$ cat src/rtl/bus_arbiter.sv
// bus_arbiter: two-master round-robin arbiter in front of the shared slave-side bus.
//
// Master 0 is the CPU data port, master 1 a second requester (DMA / NPU master).
// One master is granted at a time. The arbiter forwards that master's request,
// address, write and wdata to the bus. It returns the bus ready, rdata and resp
// to the granted master only.
//
// Burst hold: a master keeps the grant for at most MaxBurst completed transfers
// while the other master is requesting. The grant never moves in the middle of
// a transfer.
//
// Optional build macro ARB_FIXED_PRIO_EN switches to fixed priority:
//   - IDLE ties go to master 0.
//   - Master 1 yields to master 0 at the next transfer boundary.
//   - Master 0 keeps the grant for as long as it requests.
//
// Ports:
//   clk_i, rst_ni              clock, synchronous active-low reset
//   mN_req_i/addr_i/write_i/wdata_i  master N request side (N = 0, 1)
//   mN_ready_o/rdata_o/resp_o        master N response side
//   s_trans_o/addr_o/write_o/wdata_o bus request side
//   s_ready_i/rdata_i/resp_i         bus response side
//   grant_o                    one-hot current grant (00 = idle)
module bus_arbiter #(
    parameter int unsigned DWidth   = 32,
    parameter int unsigned MaxBurst = 4
) (
    input  logic              clk_i,
    input  logic              rst_ni,
    input  logic              m0_req_i,
    input  logic [DWidth-1:0] m0_addr_i,
    input  logic              m0_write_i,
    input  logic [DWidth-1:0] m0_wdata_i,
    output logic              m0_ready_o,
    output logic [DWidth-1:0] m0_rdata_o,
    output logic              m0_resp_o,
    input  logic              m1_req_i,
    input  logic [DWidth-1:0] m1_addr_i,
    input  logic              m1_write_i,
    input  logic [DWidth-1:0] m1_wdata_i,
    output logic              m1_ready_o,
    output logic [DWidth-1:0] m1_rdata_o,
    output logic              m1_resp_o,
    output logic              s_trans_o,
    output logic [DWidth-1:0] s_addr_o,
    output logic              s_write_o,
    output logic [DWidth-1:0] s_wdata_o,
    input  logic              s_ready_i,
    input  logic [DWidth-1:0] s_rdata_i,
    input  logic              s_resp_i,
    output logic [1:0]        grant_o
);

    localparam int unsigned    CntW   = $clog2(MaxBurst) + 1;
    localparam logic [CntW-1:0] CntMax = CntW'(MaxBurst - 1);

    typedef enum logic [1:0] {
        StIdle = 2'd0,
        StGnt0 = 2'd1,
        StGnt1 = 2'd2
    } state_e;

    state_e          state_q, state_d;
    logic [CntW-1:0] cnt_q, cnt_d;
    logic            last_q, last_d;  // master that held the grant most recently
    logic [CntW-1:0] cnt_inc;

    // Saturates so a long uncontested burst still yields on the next done beat.
    assign cnt_inc = (cnt_q == CntMax) ? cnt_q : cnt_q + CntW'(1);

    always_ff @(posedge clk_i) begin
        if (!rst_ni) begin
            state_q <= StIdle;
            cnt_q   <= '0;
            last_q  <= 1'b1;
        end else begin
            state_q <= state_d;
            cnt_q   <= cnt_d;
            last_q  <= last_d;
        end
    end

    always_comb begin
        state_d = state_q;
        cnt_d   = cnt_q;
        last_d  = last_q;
        case (state_q)
            StIdle: begin
                cnt_d = '0;
                if (m0_req_i && m1_req_i) begin
`ifdef ARB_FIXED_PRIO_EN
                    state_d = StGnt0;
`else
                    state_d = last_q ? StGnt0 : StGnt1;
`endif
                end else if (m0_req_i) begin
                    state_d = StGnt0;
                end else if (m1_req_i) begin
                    state_d = StGnt1;
                end
            end
            StGnt0: begin
                if (!m0_req_i) begin
                    last_d  = 1'b0;
                    cnt_d   = '0;
                    state_d = m1_req_i ? StGnt1 : StIdle;
                end else if (s_ready_i) begin
`ifdef ARB_FIXED_PRIO_EN
                    cnt_d = cnt_inc;
`else
                    if (cnt_q == CntMax && m1_req_i) begin
                        last_d  = 1'b0;
                        cnt_d   = '0;
                        state_d = StGnt1;
                    end else begin
                        cnt_d = cnt_inc;
                    end
`endif
                end
            end
            StGnt1: begin
                if (!m1_req_i) begin
                    last_d  = 1'b1;
                    cnt_d   = '0;
                    state_d = m0_req_i ? StGnt0 : StIdle;
                end else if (s_ready_i) begin
`ifdef ARB_FIXED_PRIO_EN
                    if (m0_req_i) begin
`else
                    if (cnt_q == CntMax && m0_req_i) begin
`endif
                        last_d  = 1'b1;
                        cnt_d   = '0;
                        state_d = StGnt0;
                    end else begin
                        cnt_d = cnt_inc;
                    end
                end
            end
            default: begin
                state_d = StIdle;
                cnt_d   = '0;
            end
        endcase
    end

    // Forwarding is combinational from the registered grant; a stalled transfer
    // freezes naturally because the state cannot move until ready or req drop.
    always_comb begin
        s_trans_o  = 1'b0;
        s_addr_o   = '0;
        s_write_o  = 1'b0;
        s_wdata_o  = '0;
        m0_ready_o = 1'b0;
        m0_rdata_o = '0;
        m0_resp_o  = 1'b0;
        m1_ready_o = 1'b0;
        m1_rdata_o = '0;
        m1_resp_o  = 1'b0;
        case (state_q)
            StGnt0: begin
                s_trans_o  = m0_req_i;
                s_addr_o   = m0_addr_i;
                s_write_o  = m0_write_i;
                s_wdata_o  = m0_wdata_i;
                m0_ready_o = s_ready_i & m0_req_i;
                m0_rdata_o = s_rdata_i;
                m0_resp_o  = s_resp_i;
            end
            StGnt1: begin
                s_trans_o  = m1_req_i;
                s_addr_o   = m1_addr_i;
                s_write_o  = m1_write_i;
                s_wdata_o  = m1_wdata_i;
                m1_ready_o = s_ready_i & m1_req_i;
                m1_rdata_o = s_rdata_i;
                m1_resp_o  = s_resp_i;
            end
            default: ;
        endcase
    end

    assign grant_o = {state_q == StGnt1, state_q == StGnt0};

endmodule

$ cat config.mk
export PLATFORM = sky130hd
export DESIGN_NAME = bus_arbiter
export DESIGN_NICKNAME = d
export VERILOG_FILES = /design/src/rtl/bus_arbiter.sv
export SDC_FILE = /design/constraint.sdc
export NUM_CORES = 1
export LEC_CHECK = 0
export CAP_MARGIN = 20
export CORE_AREA = 2 2 118 120
export DETAILED_ROUTE_END_ITERATION = 10
export DIE_AREA = 0 0 120 122
export PLACE_DENSITY = 0.66
export SETUP_SLACK_MARGIN = 0.1
export SLEW_MARGIN = 20
export SYNTH_ARGS = -nofsm -noshare
export SYNTH_HDL_FRONTEND = slang
export SYNTH_SLANG_ARGS = --single-unit
$ cat constraint.sdc
create_clock -name clk_i -period 4.05 [get_ports clk_i]
set_input_delay 0.81 -clock clk_i [delete_from_list [all_inputs] [get_ports clk_i]]
set_output_delay 0.81 -clock clk_i [all_outputs]
set_load 0.02 [all_outputs]
==> flow_summary_export.csv, run 1 <==
group,metric,value,unit
min_path,min_path_type,"flip-flop to flip-flop",
clock_network,path_clk_slew,0.04,ns
worst_setup_path,worst-setup-path-type,"flip-flop to output port",
grt,grt_max_degree,55,
worst_setup_path,rrSetupSlack,1.84,ns
final_layout,area_delta_synth_final,172,%
timing,tightest_slew,0.612,ns
final_layout,fill_cells,1346,
synthesis,synth_edf_count,0,
final_layout,final_common_cell,"clkdlybuf4s50_1",
floorplanning,die_area,14600,µm²
run_status,status,"completed",
pwr,leakagePower,1.75,nW
worst_setup_path,reg2reg_from,"state_q[0]",
clock_network,cts_setup_buffers,0,
timing,rsz0062_at_grt,"no",
final_layout,diodes,0,
min_path,hold_depth,1,
worst_setup_path,path_buf_inv,3,
clock_network,cts_sinks,6,
pwr,power.share.switching,0.474,
detailed_routing,ant_nets,0,
floorplanning,row_count,43,
worst_setup_path,cp-end-kind,"output port",
synthesis,synth_nets,449,
timing,slew_headroom,0.592,
pwr,pwr-share-clk,0.065,
min_path,min_to,"cnt_q[2]",
grt,grt_pass1_wl,16100,µm
final_layout,final_nets,731,
detailed_routing,drtIter0Drc,87,
clock_network,htree_levels,1,
grt,grt_pass1_vias,3141,
synthesis,avgSynthCellArea,6.93,µm²
worst_setup_path,arrival,2.57,ns
floorplanning,die_w,120,µm
run,cap_violations,0,
pwr,totalPowerFinal,2.51,mW
detailed_routing,vias,3124,
synthesis,synth_cells,276,
min_path,hold_start,"cnt_q[2]",
floorplanning,start_util,0.142,
grt,grt-ovfl-total,0,
synthesis,synth_cell_types,29,
grt,antenna_found_initial,0,
place,place_hpwl,8760,µm
pwr,ir_worst_vdd,0.316,mV
detailed_routing,drc,0,
floorplanning,die_height,122,µm
floorplanning,core,13500,µm²
timing,timing.final.crit_share,0.835,
grt,gr-usage-met1,0.154,
timing,drv_slew,0,
floorplanning,ios,304,
grt,grt.met2_usage,0.252,
place,io_buffers,303,
final_layout,final_cell_mix,"303 x clkdlybuf4s50_1, 68 x nor2b_1, 67 x and2_1",
grt,grt_usage,0.134,
worst_setup_path,critPathRequiredTime,3.24,ns
timing,fmax,296,MHz
worst_setup_path,startpoint_type,"flip-flop",
synthesis,yosysSeqAreaShare,0.0628,
clock_network,numCtsBuffers,3,
clock_network,cts-root-buf,"clkbuf_16",
clock_network,clkLatencyLatePin,0.23,ns
detailed_routing,firstDrtPassIters,4,
final_layout,fin_util,0.385,
detailed_routing,detail_route.vias_per_cell,4.24,
worst_setup_path,slowest_delay,0.63,ns
grt,grtUsageMet3,0.0370,
synthesis,syn_area,1910,µm²
clock_network,cts-hold-fix-buffers,0,
final_layout,seqCellArea,120,µm²
timing,hold_violations,0,
pwr,seqPwrFrac,0.037,
worst_setup_path,crit_family,"buffers and inverters",
timing,setup_tns,0,ns
pwr,power.internal,1.32,mW
final_layout,multi_input_area,1670,µm²
clock_network,cts_resized,0,
clock_network,cts_tree,"built",
synthesis,yosys_warnings,0,
synthesis,synth_ff_type,"dfxtp_1",
place,place.gp.congestion,0.770,
timing,fin_skew,0.000559,ns
detailed_routing,wl_per_cell,15.0,µm
detailed_routing,drt-total-wl,11100,µm
timing,setup_viol,0,
final_layout,drive_gt1_frac,0.0288,
pwr,power_density,484,nW/µm²
grt,grt_most_used_layer,"met2",
synthesis,ys_ff_latch,6,
synthesis,async_flop_share,0,
pwr,power.switching,1.19,mW
timing,whs,0.510,ns
worst_setup_path,r2r_end,"cnt_q[0]",
worst_setup_path,path_cells,"inv_1, ha_4, buf_12, a22oi_2, nor2b_1, clkdlybuf4s50_1",
timing,period_minus_slack,3.38,ns
worst_setup_path,rr_worst_depth,7,
clock_network,ctsLongestPathBuffers,2,
pwr,combPwrFrac,0.898,
worst_setup_path,path_max_fanout,54,
worst_setup_path,crit_path_top_delay_cell,"clkdlybuf4s50_1",
## layout make-up
| cell class | instances | share of cell area |
|---|---|---|
| Tap cell | 180 | 0.0433 |
| Timing Repair Buffer | 307 | 0.594 |
| Multi-Input combinational cell | 236 | 0.322 |
| Sequential cell | 6 | 0.0231 |
| Clock buffer | 3 | 0.0144 |
| Inverter | 4 | 0.00289 |
## metal layers
layer  wire, µm  share of wire
met3       1080          0.098
met2       5600           0.51
met4        104         0.0094
met1       4270           0.39
met5          0              0
## synthesized netlist by cell type, drive strengths merged (2+ instances only)
master,instances,area [µm²]
a21oi,3,15.0
a22oi,66,500
and2,67,419
and3,2,12.5
and3b,2,18.8
buf,12,60.1
clkbuf,18,67.6
dfxtp,6,120
ha,5,62.6
inv,4,15.0
mux2i,3,30.0
nand2,4,15.0
nor2,2,7.51
nor2b,68,425
nor3b,2,25.0
o21ai,3,15.0
o22ai,2,32.5
## power by group through the flow
stage	clock network (mW)	registers [mW]	logic, mW
finish	0.164	0.0931	2.26
global route	0.170	0.0955	2.43
CTS	0.165	0.0928	2.29
detailed placement	0	0.0933	2.28
global placement	0	0.0918	2.25
floorplan	0	0.0858	1.30
## cells by family (layout without fill, tap and decap cells)
kind of cell,count (synthesis),after routing,synth area share
fa+ha+maj,5,5,0.0327
flops,6,6,0.0628
simple gates,149,149,0.491
xor+xnor,1,1,0.00458
buf+inv,34,314,0.0746
compound gates,78,78,0.319
mux,3,3,0.0157
## worst max-delay path by stage
stage	cells after the start	end	from
2_1_floorplan	6	s_wdata_o[15]	state_q[1]
3_3_place_gp	4	s_trans_o	m1_req_i
3_5_place_dp	4	s_trans_o	m1_req_i
4_1_cts	6	s_trans_o	state_q[0]
5_1_grt	6	s_trans_o	state_q[0]
6_report	6	s_trans_o	state_q[0]
## registers in the layout, summed over array words and instances, names as in the netlist
name     count
last_q       1
cnt_q        3
state_q      2
## per-stage QoR
stage | instance area [µm²] | setup WS, ns | std cells
after floorplan | 1910 | 1.60 | 276
after global placement | 5120 | 0.916 | 733
after detailed placement | 5120 | 0.854 | 733
after CTS | 5200 | 0.650 | 736
after global routing | 5200 | 0.500 | 736
final | 5200 | 0.669 | 736
Power figures use the tool's default switching activity.
==> run 2, diff against run 1 <==
--- a/config.mk
+++ b/config.mk
@@ -6,10 +6,10 @@
 export NUM_CORES = 1
 export LEC_CHECK = 0
 export CAP_MARGIN = 20
-export CORE_AREA = 2 2 118 120
+export CORE_AREA = 2 2 117 119
 export DETAILED_ROUTE_END_ITERATION = 10
-export DIE_AREA = 0 0 120 122
-export PLACE_DENSITY = 0.66
+export DIE_AREA = 0 0 119 121
+export PLACE_DENSITY = 0.69
 export SETUP_SLACK_MARGIN = 0.1
 export SLEW_MARGIN = 20
 export SYNTH_ARGS = -nofsm -noshare
==> constraint.sdc (replaced) <==
create_clock -name clk_i -period 2.84 [get_ports clk_i]
set_input_delay 0.568 -clock clk_i [delete_from_list [all_inputs] [get_ports clk_i]]
set_output_delay 0.568 -clock clk_i [all_outputs]
set_load 0.02 [all_outputs]
==> flow_summary_export.csv, run 2 (same netlist as run 1, synthesis figures left out) <==
group,metric,value,unit
floorplanning,row_count,42,
worst_setup_path,r2r_end,"state_q[0]",
timing,setup_tns,0,ns
floorplanning,die_w,119,µm
grt,grt_usage,0.139,
final_layout,stdcell_area,5370,µm²
clock_network,htree_levels,1,
detailed_routing,firstDrtPassIters,4,
clock_network,clkLatencyLatePin,0.23,ns
run,cap_violations,0,
detailed_routing,vias,3129,
min_path,min_path_type,"flip-flop to flip-flop",
timing,worst_slack,0.165,ns
place,place.gp.congestion,0.778,
worst_setup_path,arrival,2.11,ns
worst_setup_path,startpoint_type,"flip-flop",
min_path,hold_depth,1,
pwr,power_density,695,nW/µm²
timing,period_minus_slack,2.68,ns
final_layout,final_nets,734,
timing,hold_violations,0,
final_layout,final_cell_mix,"272 x clkdlybuf4s50_1, 68 x nor2b_1, 67 x and2_1",
final_layout,fill_cells,1267,
floorplanning,die_area,14400,µm²
clock_network,cts_sinks,6,
place,dpl_cell_area,5190,µm²
place,place_inst,732,
place,dp_slack,0.195,ns
grt,grt_pass1_vias,3200,
pwr,ir_worst_vdd,0.369,mV
timing,slew_headroom,0.777,
final_layout,diodes,0,
timing,fmax,374,MHz
grt,grt_max_degree,55,
worst_setup_path,path_max_fanout,32,
worst_setup_path,reg2reg_from,"state_q[0]",
final_layout,largest_reg_flops,3,
timing,rsz0062_at_grt,"yes",
floorplanning,start_util,0.146,
final_layout,fin_util,0.410,
worst_setup_path,cp-end-kind,"output port",
clock_network,cts-root-buf,"clkbuf_16",
worst_setup_path,worst-setup-path-type,"flip-flop to output port",
final_layout,largest-register,"cnt_q",
detailed_routing,detail_route.vias_per_cell,4.26,
clock_network,cts_tree,"built",
min_path,min_to,"cnt_q[2]",
worst_setup_path,critPathRequiredTime,2.27,ns
place,place_hpwl,9100,µm
detailed_routing,drt-total-wl,11300,µm
final_layout,drive_gt1_frac,0.0411,
timing,setup_viol,0,
timing,tightest_slew,0.333,ns
final_layout,fin_cells,735,
detailed_routing,ant_nets,0,
timing,drv_slew,0,
run_status,status,"completed",
grt,grt_pass1_wl,16400,µm
grt,grt-ovfl-total,0,
detailed_routing,wl_per_cell,15.4,µm
timing,fin_skew,0.00157,ns
timing,timing.final.crit_share,0.942,
pwr,totalPowerFinal,3.73,mW
worst_setup_path,rr_worst_depth,8,
detailed_routing,drtIter0Drc,88,
place,io_buffers,303,
floorplanning,core,13100,µm²
floorplanning,ios,304,
floorplanning,die_height,121,µm
final_layout,final_common_cell,"clkdlybuf4s50_1",
grt,antenna_found_initial,0,
clock_network,numCtsBuffers,3,
clock_network,ctsLongestPathBuffers,2,
final_layout,area_delta_synth_final,181,%
detailed_routing,drc,0,
worst_setup_path,rrSetupSlack,0.95,ns
final_layout,largestRegisters,"cnt_q x3, state_q x2, last_q x1",
pwr,leakagePower,2.33,nW
clock_network,path_clk_slew,0.04,ns
min_path,hold_start,"cnt_q[2]",
timing,whs,0.514,ns
run 2: cell type report:
cell class | count | area [µm²] | share of cell area
Timing Repair Buffer | 310 | 3230 | 0.603
Multi-Input combinational cell | 236 | 1700 | 0.317
Tap cell | 176 | 220 | 0.0410
Sequential cell | 6 | 120 | 0.0224
Clock buffer | 3 | 75.1 | 0.0140
Inverter | 4 | 15.0 | 0.00280
run 2: worst max-delay path, stage by stage, from the launching register on:
cell	delay [ns]
dfxtp_1	0.41
inv_1	0.15
ha_4	0.36
buf_12	0.17
nor2b_1	0.15
clkdlybuf4s50_1	0.61
run 2: how the worst max path moves through the flow:
stage | slack, ns | startpoint | cells past startpoint | to
2_1_floorplan | 0.64 | state_q[1] | 6 | s_wdata_o[15]
3_3_place_gp | 0.24 | m1_req_i | 4 | s_trans_o
3_5_place_dp | 0.20 | m1_req_i | 4 | s_trans_o
4_1_cts | 0.09 | state_q[0] | 6 | s_wdata_o[24]
5_1_grt | 0.08 | state_q[0] | 5 | s_wdata_o[20]
6_report | 0.16 | state_q[0] | 5 | s_addr_o[7]
run 2: what timing repair did:
item                                    4_1_cts  5_1_grt
gates resized for setup                       3       32
endpoints found under the setup margin       57       31
hold buffers                                  0        0
buffers inserted                              0        0
run 2: power by group:
part | leakage [nW] | total, mW | switching [mW] | internal (mW)
clock | 0.0370 | 0.233 | 0.0517 | 0.181
combinational | 2.24 | 3.36 | 1.65 | 1.71
sequential | 0.0490 | 0.132 | 0.0243 | 0.108
total | 2.33 | 3.73 | 1.73 | 2.00
run 2: metal layers:
metal | up-vias | wire length, µm | global-route usage
met5 | - | 0 | 0
met4 | 0 | 161 | 0.0253
met3 | 12 | 943 | 0.0334
met2 | 188 | 5810 | 0.259
met1 | 1404 | 4400 | 0.161
li1 | 1525 | - | -
==> run 3, diff against run 2 <==
--- a/config.mk
+++ b/config.mk
@@ -6,12 +6,13 @@
 export NUM_CORES = 1
 export LEC_CHECK = 0
 export CAP_MARGIN = 20
-export CORE_AREA = 2 2 117 119
+export CORE_AREA = 2 2 119 121
 export DETAILED_ROUTE_END_ITERATION = 10
-export DIE_AREA = 0 0 119 121
-export PLACE_DENSITY = 0.69
+export DIE_AREA = 0 0 121 123
+export DONT_BUFFER_PORTS = 1
+export PLACE_DENSITY = 0.37
 export SETUP_SLACK_MARGIN = 0.1
-export SLEW_MARGIN = 20
+export SLEW_MARGIN = 15
 export SYNTH_ARGS = -nofsm -noshare
 export SYNTH_HDL_FRONTEND = slang
 export SYNTH_SLANG_ARGS = --single-unit
==> flow_summary_export.csv, run 3 (same netlist as run 1, synthesis figures left out) <==
group,metric,value,unit
place,place_hpwl,7600,µm
floorplanning,ios,304,
run,cap_violations,0,
grt,grt_pass1_wl,11400,µm
floorplanning,die_area,14900,µm²
pwr,power.internal,1.24,mW
pwr,totalPowerFinal,2.78,mW
grt,grt-ovfl-total,0,
timing,hold_violations,0,
clock_network,ctsLongestPathBuffers,2,
final_layout,final_cell_mix,"71 x buf_4, 68 x nor2b_1, 67 x and2_1",
floorplanning,core,13600,µm²
worst_setup_path,r2r_end,"cnt_q[2]",
pwr,combPwrFrac,0.872,
clock_network,cts-root-buf,"clkbuf_16",
detailed_routing,wl_per_cell,17.6,µm
detailed_routing,drc,0,
detailed_routing,drt-total-wl,8800,µm
worst_setup_path,path_cells,"inv_1, ha_4, buf_4, a22oi_2, nor2b_1",
run_status,status,"completed",
grt,antenna_found_initial,0,
timing,whs,0.433,ns
worst_setup_path,rrSetupSlack,0.70,ns
worst_setup_path,rr_worst_depth,7,
clock_network,numCtsBuffers,3,
clock_network,cts_tree,"built",
min_path,hold_start,"rst_ni",
timing,fin_skew,0.000813,ns
timing,timing.final.crit_share,0.895,
worst_setup_path,worst-setup-path-type,"flip-flop to output port",
final_layout,final_nets,496,
place,place.gp.congestion,0.748,
pwr,seqPwrFrac,0.047,
timing,tightest_slew,0.471,ns
worst_setup_path,startpoint_type,"flip-flop",
min_path,min_to,"last_q",
clock_network,cts_resized,0,
clock_network,htree_levels,1,
final_layout,largest_reg_flops,3,
final_layout,largest-register,"cnt_q",
detailed_routing,firstDrtPassIters,4,
timing,period_minus_slack,2.54,ns
floorplanning,row_count,43,
clock_network,clkLatencyLatePin,0.23,ns
clock_network,cts-hold-fix-buffers,0,
pwr,ir_worst_vdd,0.355,mV
worst_setup_path,critPathRequiredTime,2.27,ns
min_path,hold_depth,1,
detailed_routing,vias,2259,
timing,rsz0062_at_grt,"no",
worst_setup_path,crit_path_top_delay_cell,"nor2b_1",
pwr,power.switching,1.53,mW
timing,slew_headroom,0.686,
worst_setup_path,path_max_fanout,42,
clock_network,cts_setup_buffers,0,
worst_setup_path,cp-end-kind,"output port",
final_layout,final_common_cell,"buf_4",
worst_setup_path,slowest_delay,0.42,ns
pwr,power_density,1040,nW/µm²
place,place_inst,498,
final_layout,largestRegisters,"cnt_q x3, state_q x2, last_q x1",
place,io_buffers,0,
final_layout,drive_gt1_frac,0.262,
worst_setup_path,reg2reg_from,"state_q[0]",
grt,grt_usage,0.0994,
timing,fmax,393,MHz
pwr,pwr-share-clk,0.082,
clock_network,cts_sinks,6,
final_layout,diodes,0,
grt,grt_pass1_vias,2029,
pwr,power.share.switching,0.552,
worst_setup_path,arrival,1.97,ns
timing,drv_slew,0,
timing,setup_viol,0,
floorplanning,die_w,121,µm
detailed_routing,detail_route.vias_per_cell,4.51,
worst_setup_path,cp-startpoint,"state_q[0]",
pwr,leakagePower,0.993,nW
grt,grt_max_degree,56,
floorplanning,die_height,123,µm
floorplanning,start_util,0.140,
detailed_routing,ant_nets,0,
min_path,min_path_type,"input pin to flip-flop",
timing,setup_tns,0,ns
final_layout,fin_util,0.196,
detailed_routing,drtIter0Drc,66,
final_layout,fin_cells,501,
clock_network,path_clk_slew,0.03,ns
final_layout,area_delta_synth_final,39.3,%
-- run 3: worst max-delay path: cells and delay by family, from the launching register on --
family,cells,cell delay (ns)
adder cells (fa/ha/maj),1,0.26
buffers and inverters,2,0.52
AND/OR/NAND/NOR,1,0.42
AO/OA/AOI/OAI,1,0.18
flip-flops,1,0.35
-- run 3: metrics by stage --
step                setup WS [ns]  instance area (µm²)
finish                      0.298                 2660
global route                0.124                 2660
CTS                         0.278                 2660
detailed placement          0.530                 2590
global placement            0.598                 2590
floorplan                   0.635                 1910
-- run 3: worst max path at each step --
stage | to | slack [ns]
after floorplan | s_wdata_o[15] | 0.64
after CTS | s_trans_o | 0.28
final | s_trans_o | 0.30
after global routing | s_trans_o | 0.12
after detailed placement | s_trans_o | 0.53
after global placement | s_trans_o | 0.60
-- run 3: metal layers --
layer / global-route usage / up-vias / part of all wire
li1: - / 1048 / -
met1: 0.112 / 1023 / 0.37
met2: 0.199 / 186 / 0.54
met3: 0.0189 / 2 / 0.091
met4: 0.00872 / 0 / 0.0014
met5: 0 / - / 0
-- run 3: final cells by class --
cell class                 instances  area, µm²
clock buffer                       3       75.1
fill                            1543      10900
inverter                           4       15.0
multi-input combinational        236       1670
sequential                         6        120
tap                              180        225
timing repair buffer              72        553
-- run 3: power by group through the flow --
stage | combinational (mW) | clock, mW | sequential (mW)
final | 2.42 | 0.226 | 0.130
after global routing | 2.63 | 0.242 | 0.135
after CTS | 2.47 | 0.234 | 0.131
after detailed placement | 2.46 | 0 | 0.132
after global placement | 2.43 | 0 | 0.130
after floorplan | 1.85 | 0 | 0.122
